### src/rtl/fnd_pkg.sv
// Shared definitions for the FND scan scheduler.
//   state_t      : scheduler FSM states
//   DIGIT_POS_W  : width of the digit-position index
//   NUM_DIGITS   : digits on the display
//   BCD_W        : width of one BCD nibble
//   lz_suppress(): leading-zero blanking decision for one digit position
package fnd_pkg;

  localparam int DIGIT_POS_W = 2;
  localparam int NUM_DIGITS  = 4;
  localparam int BCD_W       = 4;

  typedef enum logic [1:0] {
    ST_IDLE  = 2'd0,
    ST_BLANK = 2'd1,
    ST_SHOW  = 2'd2
  } state_t;

  // A digit is suppressed when it and every digit to its left are zero.
  // Digit 0 always shows so that a value of zero still displays "0".
  function automatic logic lz_suppress(
    input logic [NUM_DIGITS*BCD_W-1:0] digits,
    input logic [DIGIT_POS_W-1:0]      pos
  );
    logic d3_z, d2_z, d1_z;
    d3_z = (digits[15:12] == 4'd0);
    d2_z = (digits[11:8]  == 4'd0);
    d1_z = (digits[7:4]   == 4'd0);
    case (pos)
      2'd3:    lz_suppress = d3_z;
      2'd2:    lz_suppress = d3_z & d2_z;
      2'd1:    lz_suppress = d3_z & d2_z & d1_z;
      default: lz_suppress = 1'b0;
    endcase
  endfunction

endpackage

### src/rtl/fnd_slot_counter.sv
// Modulo-DIV cycle counter for one digit slot.
//   clk, rst_n  : clock, async active-low reset
//   clear       : synchronous clear to 0 (wins over inc)
//   inc         : advance the count, wrapping DIV-1 -> 0
//   blank_done  : count == BLANK-1 (last blanked cycle of the slot)
//   slot_done   : count == DIV-1   (last cycle of the slot)
module fnd_slot_counter #(
  parameter int unsigned DIV   = 100_000,
  parameter int unsigned BLANK = 1_000
) (
  input  logic clk,
  input  logic rst_n,
  input  logic clear,
  input  logic inc,
  output logic blank_done,
  output logic slot_done
);

  localparam int CW = $clog2(DIV);
  localparam logic [CW-1:0] SLOT_LAST  = CW'(DIV - 1);
  localparam logic [CW-1:0] BLANK_LAST = CW'(BLANK - 1);

  logic [CW-1:0] count;

  assign blank_done = (count == BLANK_LAST);
  assign slot_done  = (count == SLOT_LAST);

  // NOTE: sequential state uses non-blocking (<=) so every register samples
  // pre-edge values; blocking here would create order-dependent races.
  always_ff @(posedge clk or negedge rst_n) begin
    if (!rst_n) begin
      count <= '0;
    end else if (clear) begin
      count <= '0;
    end else if (inc) begin
      count <= slot_done ? '0 : count + CW'(1);
    end
  end

endmodule

### src/rtl/fnd_scan_scheduler.sv
// Time-multiplexing scan scheduler for a 4-digit FND.
//   i_clk, i_reset    : clock, async active-low reset
//   i_en              : scan enable; 0 parks the scheduler in IDLE
//   i_digits          : four BCD digits, [3:0] = rightmost digit 0
//   i_blinkMask       : per-digit blink enable
//   i_dotMask         : per-digit decimal point
//   i_lzs             : leading-zero suppression enable
//   o_digitPosition   : selected digit, drives the 2-to-4 decoder
//   o_bcd, o_dp       : nibble and DP of the selected digit
//   o_blank           : 1 = segments dark this cycle
//   o_frameStart      : one-cycle pulse as the digit 0 slot begins
// Inputs are captured into shadow registers only at frame boundaries so a
// frame is always drawn from one coherent snapshot.
module fnd_scan_scheduler
  import fnd_pkg::*;
#(
  parameter int unsigned DIV          = 100_000,
  parameter int unsigned BLANK        = 1_000,
  parameter int unsigned BLINK_FRAMES = 125
) (
  input  logic                          i_clk,
  input  logic                          i_reset,
  input  logic                          i_en,
  input  logic [NUM_DIGITS*BCD_W-1:0]   i_digits,
  input  logic [NUM_DIGITS-1:0]         i_blinkMask,
  input  logic [NUM_DIGITS-1:0]         i_dotMask,
  input  logic                          i_lzs,
  output logic [DIGIT_POS_W-1:0]        o_digitPosition,
  output logic [BCD_W-1:0]              o_bcd,
  output logic                          o_dp,
  output logic                          o_blank,
  output logic                          o_frameStart
);

  localparam int FW = (BLINK_FRAMES > 1) ? $clog2(BLINK_FRAMES) : 1;
  localparam logic [FW-1:0] FRAME_LAST = FW'(BLINK_FRAMES - 1);

  state_t                        state, state_n;
  logic [DIGIT_POS_W-1:0]        pos_n;
  logic [NUM_DIGITS*BCD_W-1:0]   sh_digits, sh_digits_n;
  logic [NUM_DIGITS-1:0]         sh_blink, sh_blink_n;
  logic [NUM_DIGITS-1:0]         sh_dot, sh_dot_n;
  logic                          sh_lzs, sh_lzs_n;
  logic [FW-1:0]                 frame_cnt, frame_cnt_n;
  logic                          phase, phase_n;
  logic                          load, frame_tick;
  logic                          blank_done, slot_done;
  logic [BCD_W-1:0]              bcd_n;
  logic                          dp_n, blank_n;

  // The counter is held at 0 in IDLE and whenever the scheduler drops to IDLE.
  fnd_slot_counter #(
    .DIV   (DIV),
    .BLANK (BLANK)
  ) u_slot_counter (
    .clk        (i_clk),
    .rst_n      (i_reset),
    .clear      ((state == ST_IDLE) || (state_n == ST_IDLE)),
    .inc        (1'b1),
    .blank_done (blank_done),
    .slot_done  (slot_done)
  );

  // NOTE: every signal driven here gets a default first; a missed branch
  // would otherwise infer a latch.
  always_comb begin
    state_n    = state;
    pos_n      = o_digitPosition;
    load       = 1'b0;
    frame_tick = 1'b0;

    // Disable has priority, so a falling i_en on a slot wrap neither reloads
    // the shadows nor pulses o_frameStart.
    if (!i_en) begin
      state_n = ST_IDLE;
      pos_n   = '0;
    end else begin
      case (state)
        ST_IDLE: begin
          state_n = ST_BLANK;
          pos_n   = '0;
          load    = 1'b1;
        end
        ST_BLANK: begin
          if (blank_done) state_n = ST_SHOW;
        end
        ST_SHOW: begin
          if (slot_done) begin
            state_n = ST_BLANK;
            pos_n   = o_digitPosition + 2'd1;
            if (o_digitPosition == 2'd3) begin
              load       = 1'b1;
              frame_tick = 1'b1;
            end
          end
        end
        default: begin
          state_n = ST_IDLE;
          pos_n   = '0;
        end
      endcase
    end

    sh_digits_n = load ? i_digits    : sh_digits;
    sh_blink_n  = load ? i_blinkMask : sh_blink;
    sh_dot_n    = load ? i_dotMask   : sh_dot;
    sh_lzs_n    = load ? i_lzs       : sh_lzs;

    frame_cnt_n = frame_cnt;
    phase_n     = phase;
    if (frame_tick) begin
      if (frame_cnt == FRAME_LAST) begin
        frame_cnt_n = '0;
        phase_n     = ~phase;
      end else begin
        frame_cnt_n = frame_cnt + FW'(1);
      end
    end

    // Outputs are computed from next-state values so the registered outputs
    // line up with the registered position on the same edge.
    bcd_n   = sh_digits_n[{pos_n, 2'b00} +: BCD_W];
    dp_n    = sh_dot_n[pos_n];
    blank_n = (state_n != ST_SHOW)
            | (sh_blink_n[pos_n] & phase_n)
            | (sh_lzs_n & lz_suppress(sh_digits_n, pos_n));
  end

  always_ff @(posedge i_clk or negedge i_reset) begin
    if (!i_reset) begin
      state           <= ST_IDLE;
      o_digitPosition <= '0;
      sh_digits       <= '0;
      sh_blink        <= '0;
      sh_dot          <= '0;
      sh_lzs          <= 1'b0;
      frame_cnt       <= '0;
      phase           <= 1'b0;
      o_bcd           <= '0;
      o_dp            <= 1'b0;
      o_blank         <= 1'b1;
      o_frameStart    <= 1'b0;
    end else begin
      state           <= state_n;
      o_digitPosition <= pos_n;
      sh_digits       <= sh_digits_n;
      sh_blink        <= sh_blink_n;
      sh_dot          <= sh_dot_n;
      sh_lzs          <= sh_lzs_n;
      frame_cnt       <= frame_cnt_n;
      phase           <= phase_n;
      o_bcd           <= bcd_n;
      o_dp            <= dp_n;
      o_blank         <= blank_n;
      o_frameStart    <= load;
    end
  end

endmodule

### config.mk
export PLATFORM = sky130hd
export DESIGN_NAME = fnd_scan_scheduler
export DESIGN_NICKNAME = d
export VERILOG_FILES = /design/src/rtl/fnd_pkg.sv /design/src/rtl/fnd_slot_counter.sv /design/src/rtl/fnd_scan_scheduler.sv
export SDC_FILE = /design/constraint.sdc
export NUM_CORES = 1
export LEC_CHECK = 0
export ABC_AREA = 1
export CAP_MARGIN = 20
export CORE_MARGIN = 2
export CORE_UTILIZATION = 35
export CTS_BUF_LIST = sky130_fd_sc_hd__clkbuf_4
export CTS_CLUSTER_SIZE = 20
export DETAILED_ROUTE_END_ITERATION = 8
export MAX_ROUTING_LAYER = met4
export PLACE_DENSITY = 0.51
export SKIP_CTS_REPAIR_TIMING = 1
export SLEW_MARGIN = 20
export SYNTH_ARGS = -nofsm -noshare
export SYNTH_HDL_FRONTEND = slang
export SYNTH_HIERARCHICAL = 1
export SYNTH_SLANG_ARGS = --single-unit
export TNS_END_PERCENT = 30
### constraint.sdc
create_clock -name i_clk -period 3.3 [get_ports i_clk]
set_input_delay 0.33 -clock i_clk [delete_from_list [all_inputs] [get_ports i_clk]]
set_output_delay 0.33 -clock i_clk [all_outputs]
set_load 0.005 [all_outputs]
==> results.json, run 1 <==
{
  "grt_use_total_pct": 17.2,
  "die_x_um": 102,
  "maxCapViolations": 0,
  "antenna_cells": 0,
  "irDropWorstVdd_v": 0.000179,
  "arrival_ns": 2.86,
  "routed_wl_mm": 7.90,
  "grt_pass1_wl_mm": 13.4,
  "reg2reg_slack_ns": 0.73,
  "slew_viol_final": 0,
  "core_mm2": 0.00928,
  "die_area_mm2": 0.0104,
  "post-place-ws_ns": 0.733,
  "yosysSeqAreaShare_pct": 45.5,
  "cts.clk_slew.worst_paths_ns": 0.12,
  "drtIter0Drc": 126,
  "clock-sinks": 61,
  "synthFlopType": "dfrtp_1",
  "synth_edf_count": 0,
  "r2r_end": "u_slot_counter/count[16]",
  "area_growth_pct": 19.7,
  "drt-pass1-iter-count": 4,
  "setup_violations": 0,
  "clk_latency_ns": 0.40,
  "cts_root_buf": "clkbuf_4",
  "clockBufferDepth": 2,
  "fin_skew_ns": 0.0169,
  "synth_most_common_cell": "nand2_1",
  "async_flop_share_pct": 100,
  "status": "complete, no violations",
  "powerDensity_mw_per_mm2": 410,
  "grt_pass1_vias": 2696,
  "netlist_area_mm2": 0.00336,
  "numCtsBuffers": 9,
  "yosys-top-cells-count": "131 x nand2_1, 60 x dfrtp_1, 57 x inv_1, 44 x nor2_1, 35 x nand3_1",
  "overflow": 0,
  "fp.dieH_um": 102,
  "r2r-start": "u_slot_counter/count[1]",
  "fmax_mhz": 389,
  "hold_viol": 0,
  "final_cells": 618,
  "routabilityCongestion": 0.853,
  "synthCells": 434,
  "yosysTopAreaCellShare_pct": 44.7,
  "drive_above_1_share_pct": 12.5,
  "ys_seq_elements": 61,
  "grt_setup_unrepaired": "false",
  "fillers": 987,
  "endpoint_kind": "register",
  "layout_setup_ws_ns": 0.727,
  "synth.avg_cell_area_um2": 7.74,
  "wl_per_cell_um": 12.8,
  "min_period_ns": 2.57,
  "ant_nets": 0,
  "vias": 2783,
  "hold_class": "input pin to async pin",
  "cts_tree": "built",
  "crit_type": "register to register",
  "r2r_cells": 16,
  "nets": 520,
  "drc_errors": 0,
  "ioPinCount": 37,
  "worst_ep_required_time_ns": 3.59,
  "placed_cells": 601,
  "min_period_over_period_pct": 78.0,
  "io_buffer_count": 36,
  "yosys.cell_types.count": 33,
  "start_util_pct": 36.2,
  "placementRows": 35,
  "path_max_fanout": 7,
  "cts_max_level": 3,
  "synthTopCellsByArea": "dfrtp_1 45%, nand2_1 15%, inv_1 6.4%",
  "yosysWarnings": 6,
  "fin_tns_setup_ns": 0,
  "worst_pin_slew_ns": 0.627,
  "dp_hpwl_mm": 5.90,
  "max-slew-margin-rel_pct": 58.1,
  "via_per_inst": 4.50,
  "yosys.area.top_type": "dfrtp_1",
  "leakage_nw": 1.95,
  "crit_path_start_kind": "register",
  "grt_max_degree": 34,
  "antenna_found_initial": 0,
  "p_total_mw": 1.65
}
[stage by stage]
stage,util (%),cell area [µm²],hold slack [ns]
6_report,43.3,4020,0.396
3_5_place_dp,41.5,3850,0.309
3_3_place_gp,41.5,3850,0.313
5_1_grt,43.3,4020,0.388
2_1_floorplan,-,3380,0.0344
4_1_cts,43.2,4010,-0.157
[final cells by class]
class | instances | area [µm²] | area share [%]
inverter | 64 | 245 | 6.10
timing repair buffer | 39 | 380 | 9.46
sequential | 61 | 1530 | 38.0
tap | 129 | 161 | 4.01
clock buffer | 9 | 67.6 | 1.68
multi-input combinational | 309 | 1550 | 38.5
clock inverter | 7 | 90.1 | 2.24
[state kept, by name, summed over array words and instances, names as in the netlist]
name                  count
sh_blink                  4
sh_lzs                    1
phase                     1
o_blank                   1
state                     2
sh_dot                    4
sh_digits                16
o_dp                      1
o_frameStart              1
o_digitPosition           2
u_slot_counter/count     17
o_bcd                     4
frame_cnt                 7
[metal layers]
layer / vias up / wire length [µm] / share of wire [%] / global-route usage (%)
met3: 9 / 270 / 3.4 / 4.58
li1: 1448 / - / - / -
met4: 0 / 107 / 1.4 / 4.41
met1: 1272 / 3880 / 49 / 23.0
met2: 54 / 3640 / 46 / 26.0
met5: - / 0 / 0 / -
[worst max-delay path, cell delays in order (launching register included)]
cell,delay [ns]
dfrtp_1,0.40
ha_1,0.18
nand2_1,0.05
inv_1,0.15
nand2_1,0.09
nor3_1,0.29
nor2_1,0.09
o22ai_1,0.13
nand2_1,0.09
nand2_1,0.06
inv_1,0.04
o21ai_0,0.34
inv_1,0.20
nand2_2,0.13
nand2_4,0.09
clkinv_4,0.10
nor2_2,0.05
[worst max-delay path by stage]
| stage | start | end | cells after the start |
|---|---|---|---|
| after floorplan | u_slot_counter/count[0] | u_slot_counter/count[8] | 19 |
| after global placement | u_slot_counter/count[1] | u_slot_counter/count[8] | 16 |
| after detailed placement | u_slot_counter/count[1] | u_slot_counter/count[16] | 16 |
| after CTS | u_slot_counter/count[1] | u_slot_counter/count[2] | 16 |
| after global routing | u_slot_counter/count[1] | u_slot_counter/count[16] | 16 |
| final | u_slot_counter/count[1] | u_slot_counter/count[16] | 16 |
[where the power goes]
group	internal (mW)	leakage [nW]	switching [mW]	total [mW]
registers	0.806	0.757	0.0222	0.828
clock network	0.304	0.0833	0.292	0.596
logic	0.0972	1.11	0.130	0.227
total	1.21	1.95	0.445	1.65
[cells by family (layout without fill, tap and decap cells)]
logic type	Yosys count	count (layout)	share of synthesized area, %
buffers and inverters	68	119	8.86
adder cells (fa/ha/maj)	8	8	2.98
other	1	5	0.112
XOR/XNOR	7	7	1.82
AO/OA/AOI/OAI	28	28	5.29
AND/OR/NAND/NOR	260	260	35.2
flip-flops	61	61	45.5
multiplexers	1	1	0.298
[layout by cell type, fill, tap and decap left out, drive strengths merged, types with 5 or more instances in the layout]
| cell | instances |
|---|---|
| a22oi | 7 |
| clkbuf | 9 |
| clkdlybuf4s50 | 35 |
| clkinv | 6 |
| conb | 5 |
| dfrtp | 60 |
| ha | 8 |
| inv | 62 |
| nand2 | 145 |
| nand3 | 37 |
| nand4 | 8 |
| nor2 | 60 |
| o21ai | 15 |
(Power assumes the default switching activity.)
==> run 2: changes to the inputs <==
PLACE_DENSITY = 0.53   (was 0.51)
clock period = 2.35 ns   (was 3.3 ns; I/O delays follow)
==> results.json, run 2 (same netlist as run 1, synthesis figures left out) <==
{
  "status": "complete, no violations",
  "grt_pass1_vias": 2891,
  "r2r-start": "u_slot_counter/count[11]",
  "clock-sinks": 61,
  "antenna_cells": 0,
  "grt_setup_unrepaired": "true",
  "start_util_pct": 36.2,
  "ant_nets": 0,
  "nets": 539,
  "arrival_ns": 2.47,
  "grt_max_degree": 62,
  "routabilityCongestion": 0.878,
  "setup_violations": 0,
  "finalInstanceArea_mm2": 0.00426,
  "min_period_ns": 2.18,
  "fp.dieH_um": 102,
  "layout_setup_ws_ns": 0.173,
  "dpl_cell_area_mm2": 0.00400,
  "fmax_mhz": 459,
  "placementRows": 35,
  "hold_viol": 0,
  "drtIter0Drc": 76,
  "min_period_over_period_pct": 92.6,
  "reg_top3": "u_slot_counter/count: 17 flops, sh_digits: 16 flops, frame_cnt: 7 flops",
  "regMostFlops": "u_slot_counter/count",
  "cts_max_level": 3,
  "die_x_um": 102,
  "post-place-ws_ns": -0.00481,
  "clockBufferDepth": 2,
  "grt_use_total_pct": 17.4,
  "cts_tree": "built",
  "drive_above_1_share_pct": 19.5,
  "leakage_nw": 2.05,
  "layout_common_cells": "129 x nand2_1, 59 x dfrtp_1, 54 x inv_1, 38 x nor2_1, 35 x clkdlybuf4s50_1",
  "path_max_fanout": 6,
  "drt-pass1-iter-count": 4,
  "fin_skew_ns": 0.0273,
  "crit_type": "register to register",
  "irDropWorstVdd_v": 0.000335,
  "core_mm2": 0.00928,
  "crit_path_start_kind": "register",
  "hold_class": "input pin to async pin",
  "fillers": 986,
  "antenna_found_initial": 0,
  "cts_root_buf": "clkbuf_4",
  "r2r_cells": 15,
  "die_area_mm2": 0.0104,
  "io_buffer_count": 36,
  "overflow": 0,
  "final_common_cell": "nand2_1",
  "slew_viol_final": 0,
  "ioPinCount": 37,
  "hold_ws_ns": 0.351,
  "maxCapViolations": 0,
  "endpoint_kind": "register",
  "vias": 2889,
  "powerDensity_mw_per_mm2": 552,
  "dp_hpwl_mm": 5.90,
  "clk_latency_ns": 0.41,
  "fin_tns_setup_ns": 0,
  "largest_reg_flops": 17,
  "cts.clk_slew.worst_paths_ns": 0.12,
  "area_growth_pct": 26.7,
  "wl_per_cell_um": 12.3,
  "drc_errors": 0,
  "via_per_inst": 4.54,
  "routed_wl_mm": 7.85,
  "grt_pass1_wl_mm": 13.6,
  "numCtsBuffers": 9,
  "crit_start": "u_slot_counter/count[11]",
  "worst_ep_required_time_ns": 2.64
}
[run 2: cell count changes in the layout (fill, tap and decap cells not counted), sizes merged]
| cell | previous run | this run |
|---|---|---|
| buf | 3 | 22 |
| clkinv | 6 | 2 |
| clkinvlp | 1 | 3 |
| inv | 62 | 64 |
[run 2: through the flow]
stage               std cells  total power [mW]  utilization [%]
global placement          618              1.51             43.0
floorplan                 438              1.37                -
finish                    637              2.35             45.9
detailed placement        618              1.51             43.0
global route              637              2.49             45.9
CTS                       634              2.38             44.8
[run 2: critical path, cell delays in order, from the launching register on]
cell and delay [ns]:
dfrtp_2 0.46, buf_4 0.15, nor2_1 0.09, nand2_1 0.09, nor2_2 0.14, nand2_2 0.08
inv_2 0.07, nand2_1 0.07, inv_2 0.10, nand2_4 0.07, buf_4 0.17, clkinvlp_4 0.11
nand4_1 0.14, nor2_2 0.13, xnor2_1 0.12, nor2_1 0.06
[run 2: power breakdown]
| part | switching [mW] | leakage (nW) | internal, mW |
|---|---|---|---|
| clock network | 0.424 | 0.0825 | 0.434 |
| registers | 0.0285 | 0.755 | 1.13 |
| logic | 0.187 | 1.21 | 0.148 |
| total | 0.639 | 2.05 | 1.71 |
[run 2: cell type report]
cell class | instances | area [µm²] | share of cell area, %
clock buffer | 9 | 67.6 | 1.59
sequential | 61 | 1530 | 35.9
multi-input combinational | 309 | 1620 | 37.9
tap | 129 | 161 | 3.79
clock inverter | 7 | 97.6 | 2.29
timing repair buffer | 58 | 536 | 12.6
inverter | 64 | 251 | 5.91
[run 2: layer usage]
layer	track usage [%]	vias up	routed length [µm]
met3	4.45	8	277
met1	21.9	1347	3740
met2	28.0	53	3750
li1	-	1481	-
met5	-	-	0
met4	4.41	0	77
[run 2: worst paths after layout]
check | end | slack, ns
hold / removal | u_slot_counter/count[8] | 0.35
hold reg to reg | sh_blink[1] | 0.49
setup / recovery | frame_cnt[5] | 0.17
setup reg to reg | frame_cnt[5] | 0.17
min in group i_clk | sh_dot[0] | 0.38
max in group asynchronous | o_blank | 1.65
==> run 3: changes to the inputs <==
CORE_ASPECT_RATIO = 1.5   (was default)
CTS_CLUSTER_SIZE = default   (was 20)
==> results.json, run 3 (same netlist as run 1, synthesis figures left out) <==
{
  "r2r_end": "o_bcd[1]",
  "via_per_inst": 4.74,
  "utilization_pct": 46.2,
  "wl_per_cell_um": 13.3,
  "die_area_mm2": 0.0104,
  "endpoint_kind": "register",
  "crit_top_cell": "nand2_1",
  "hold_class": "input pin to async pin",
  "crit_chain": "buf_4 -> nor2_1 -> nand2_1 -> nor2_2 -> nand2_2 -> inv_1 -> nand3_1 -> nand2_1 -> nand2_1 -> buf_6 -> nand2_1 -> nand2_1 -> buf_4 -> a22oi_2 -> nand2_1",
  "sequentialPowerShare_pct": 46.3,
  "multi_input_area_mm2": 0.00159,
  "dp_hpwl_mm": 6.20,
  "powerDensity_mw_per_mm2": 583,
  "grt_max_degree": 62,
  "grt_pass1_wl_mm": 14.1,
  "r2r_cells": 15,
  "layout_setup_ws_ns": 0.193,
  "hold_viol": 0,
  "crit_path_top_delay_cell": "dfrtp_1",
  "fillers": 982,
  "die_x_um": 84.0,
  "routabilityCongestion": 0.886,
  "placementRows": 43,
  "drtIter0Drc": 164,
  "maxCapViolations": 0,
  "crit_path_start_kind": "register",
  "min_period_over_period_pct": 91.8,
  "r2r-start": "u_slot_counter/count[11]",
  "final_cells": 628,
  "cpPeakStageDelay_ns": 0.42,
  "vias": 2975,
  "placed_cells": 606,
  "grt_use_total_pct": 18.0,
  "crit_family": "simple AND/OR/NAND/NOR gates",
  "setup_violations": 0,
  "nets": 547,
  "post-place-ws_ns": 0.0460,
  "leakage_nw": 2.10,
  "largest_reg_flops": 17,
  "cts_root_buf": "clkbuf_4",
  "arrival_ns": 2.49,
  "grt_pass1_vias": 3157,
  "clockBufferDepth": 2,
  "clk_latency_ns": 0.43,
  "ioPinCount": 37,
  "antenna_cells": 0,
  "switchingPower_mw": 0.665,
  "min_period_ns": 2.16,
  "regMostFlops": "u_slot_counter/count",
  "slew_viol_final": 0,
  "overflow": 0,
  "reg2reg_slack_ns": 0.19,
  "ant_nets": 0,
  "drt-pass1-iter-count": 4,
  "antenna_found_initial": 0,
  "layout_common_cells": "131 x nand2_1, 58 x dfrtp_1, 56 x inv_1, 41 x nor2_1",
  "routed_wl_mm": 8.34,
  "p_int_mw": 1.84,
  "final_common_cell": "nand2_1",
  "regArea_mm2": 0.00153,
  "drc_errors": 0,
  "reg_top3": "u_slot_counter/count: 17 flops, sh_digits: 16 flops, frame_cnt: 7 flops",
  "numCtsBuffers": 9,
  "clock-sinks": 61,
  "hold_ws_ns": 0.336,
  "cts_max_level": 3,
  "path_max_fanout": 16,
  "fmax_mhz": 464,
  "status": "complete, no violations",
  "worst_ep_required_time_ns": 2.68,
  "combPwrFrac_pct": 14.4,
  "fin_skew_ns": 0.0117,
  "fp.dieH_um": 124,
  "cts_tree": "built",
  "start_util_pct": 36.1,
  "core_mm2": 0.00931,
  "switching_share_pct": 26.6,
  "cts.clk_slew.worst_paths_ns": 0.12,
  "area_growth_pct": 27.8,
  "drive_above_1_share_pct": 19.2,
  "io_buffer_count": 36,
  "cp_num_buf_inv": 4,
  "clockPowerShare_pct": 39.2,
  "crit_type": "register to register",
  "irDropWorstVdd_v": 0.000414,
  "grt_setup_unrepaired": "true"
}
[run 3: final cells by class]
type	count	area share, %
Multi-Input combinational cell	309	37.0
Sequential cell	61	35.6
Timing Repair Buffer	66	13.9
Inverter	64	5.77
Tap cell	112	3.26
Clock inverter	7	2.88
Clock buffer	9	1.57
[run 3: metal layers]
layer / GRT usage, % / part of all wire (%)
met5: - / 0
met4: 9.17 / 3.3
met3: 3.91 / 3.2
met2: 32.8 / 53
met1: 18.3 / 41
[run 3: metrics by stage]
stage	setup TNS (ns)	instance area, µm²	power [mW]
2_1_floorplan	0	3380	1.37
3_3_place_gp	0	4010	1.52
3_5_place_dp	0	4010	1.53
4_1_cts	0	4200	2.52
5_1_grt	-0.0243	4300	2.64
6_report	0	4300	2.50
[run 3: tightest hold or removal path: stages]
cell and delay, ns:
dlygate4sd3_1 0.52, buf_2 0.12, buf_12 0.30
[run 3: worst max-delay path by stage]
stage,startpoint,end,depth (start not counted)
floorplan,u_slot_counter/count[0],u_slot_counter/count[8],19
global placement,u_slot_counter/count[12],o_bcd[1],14
detailed placement,u_slot_counter/count[3],u_slot_counter/count[8],15
CTS,u_slot_counter/count[10],u_slot_counter/count[8],15
global route,u_slot_counter/count[11],o_blank,17
finish,u_slot_counter/count[11],o_bcd[1],15
[run 3: power by group through the flow]
stage | clock network, mW | logic [mW] | registers (mW)
after global placement | 0 | 0.345 | 1.18
final | 0.983 | 0.361 | 1.16
after floorplan | 0 | 0.191 | 1.18
after detailed placement | 0 | 0.345 | 1.18
after CTS | 1.02 | 0.348 | 1.16
after global routing | 1.06 | 0.411 | 1.17
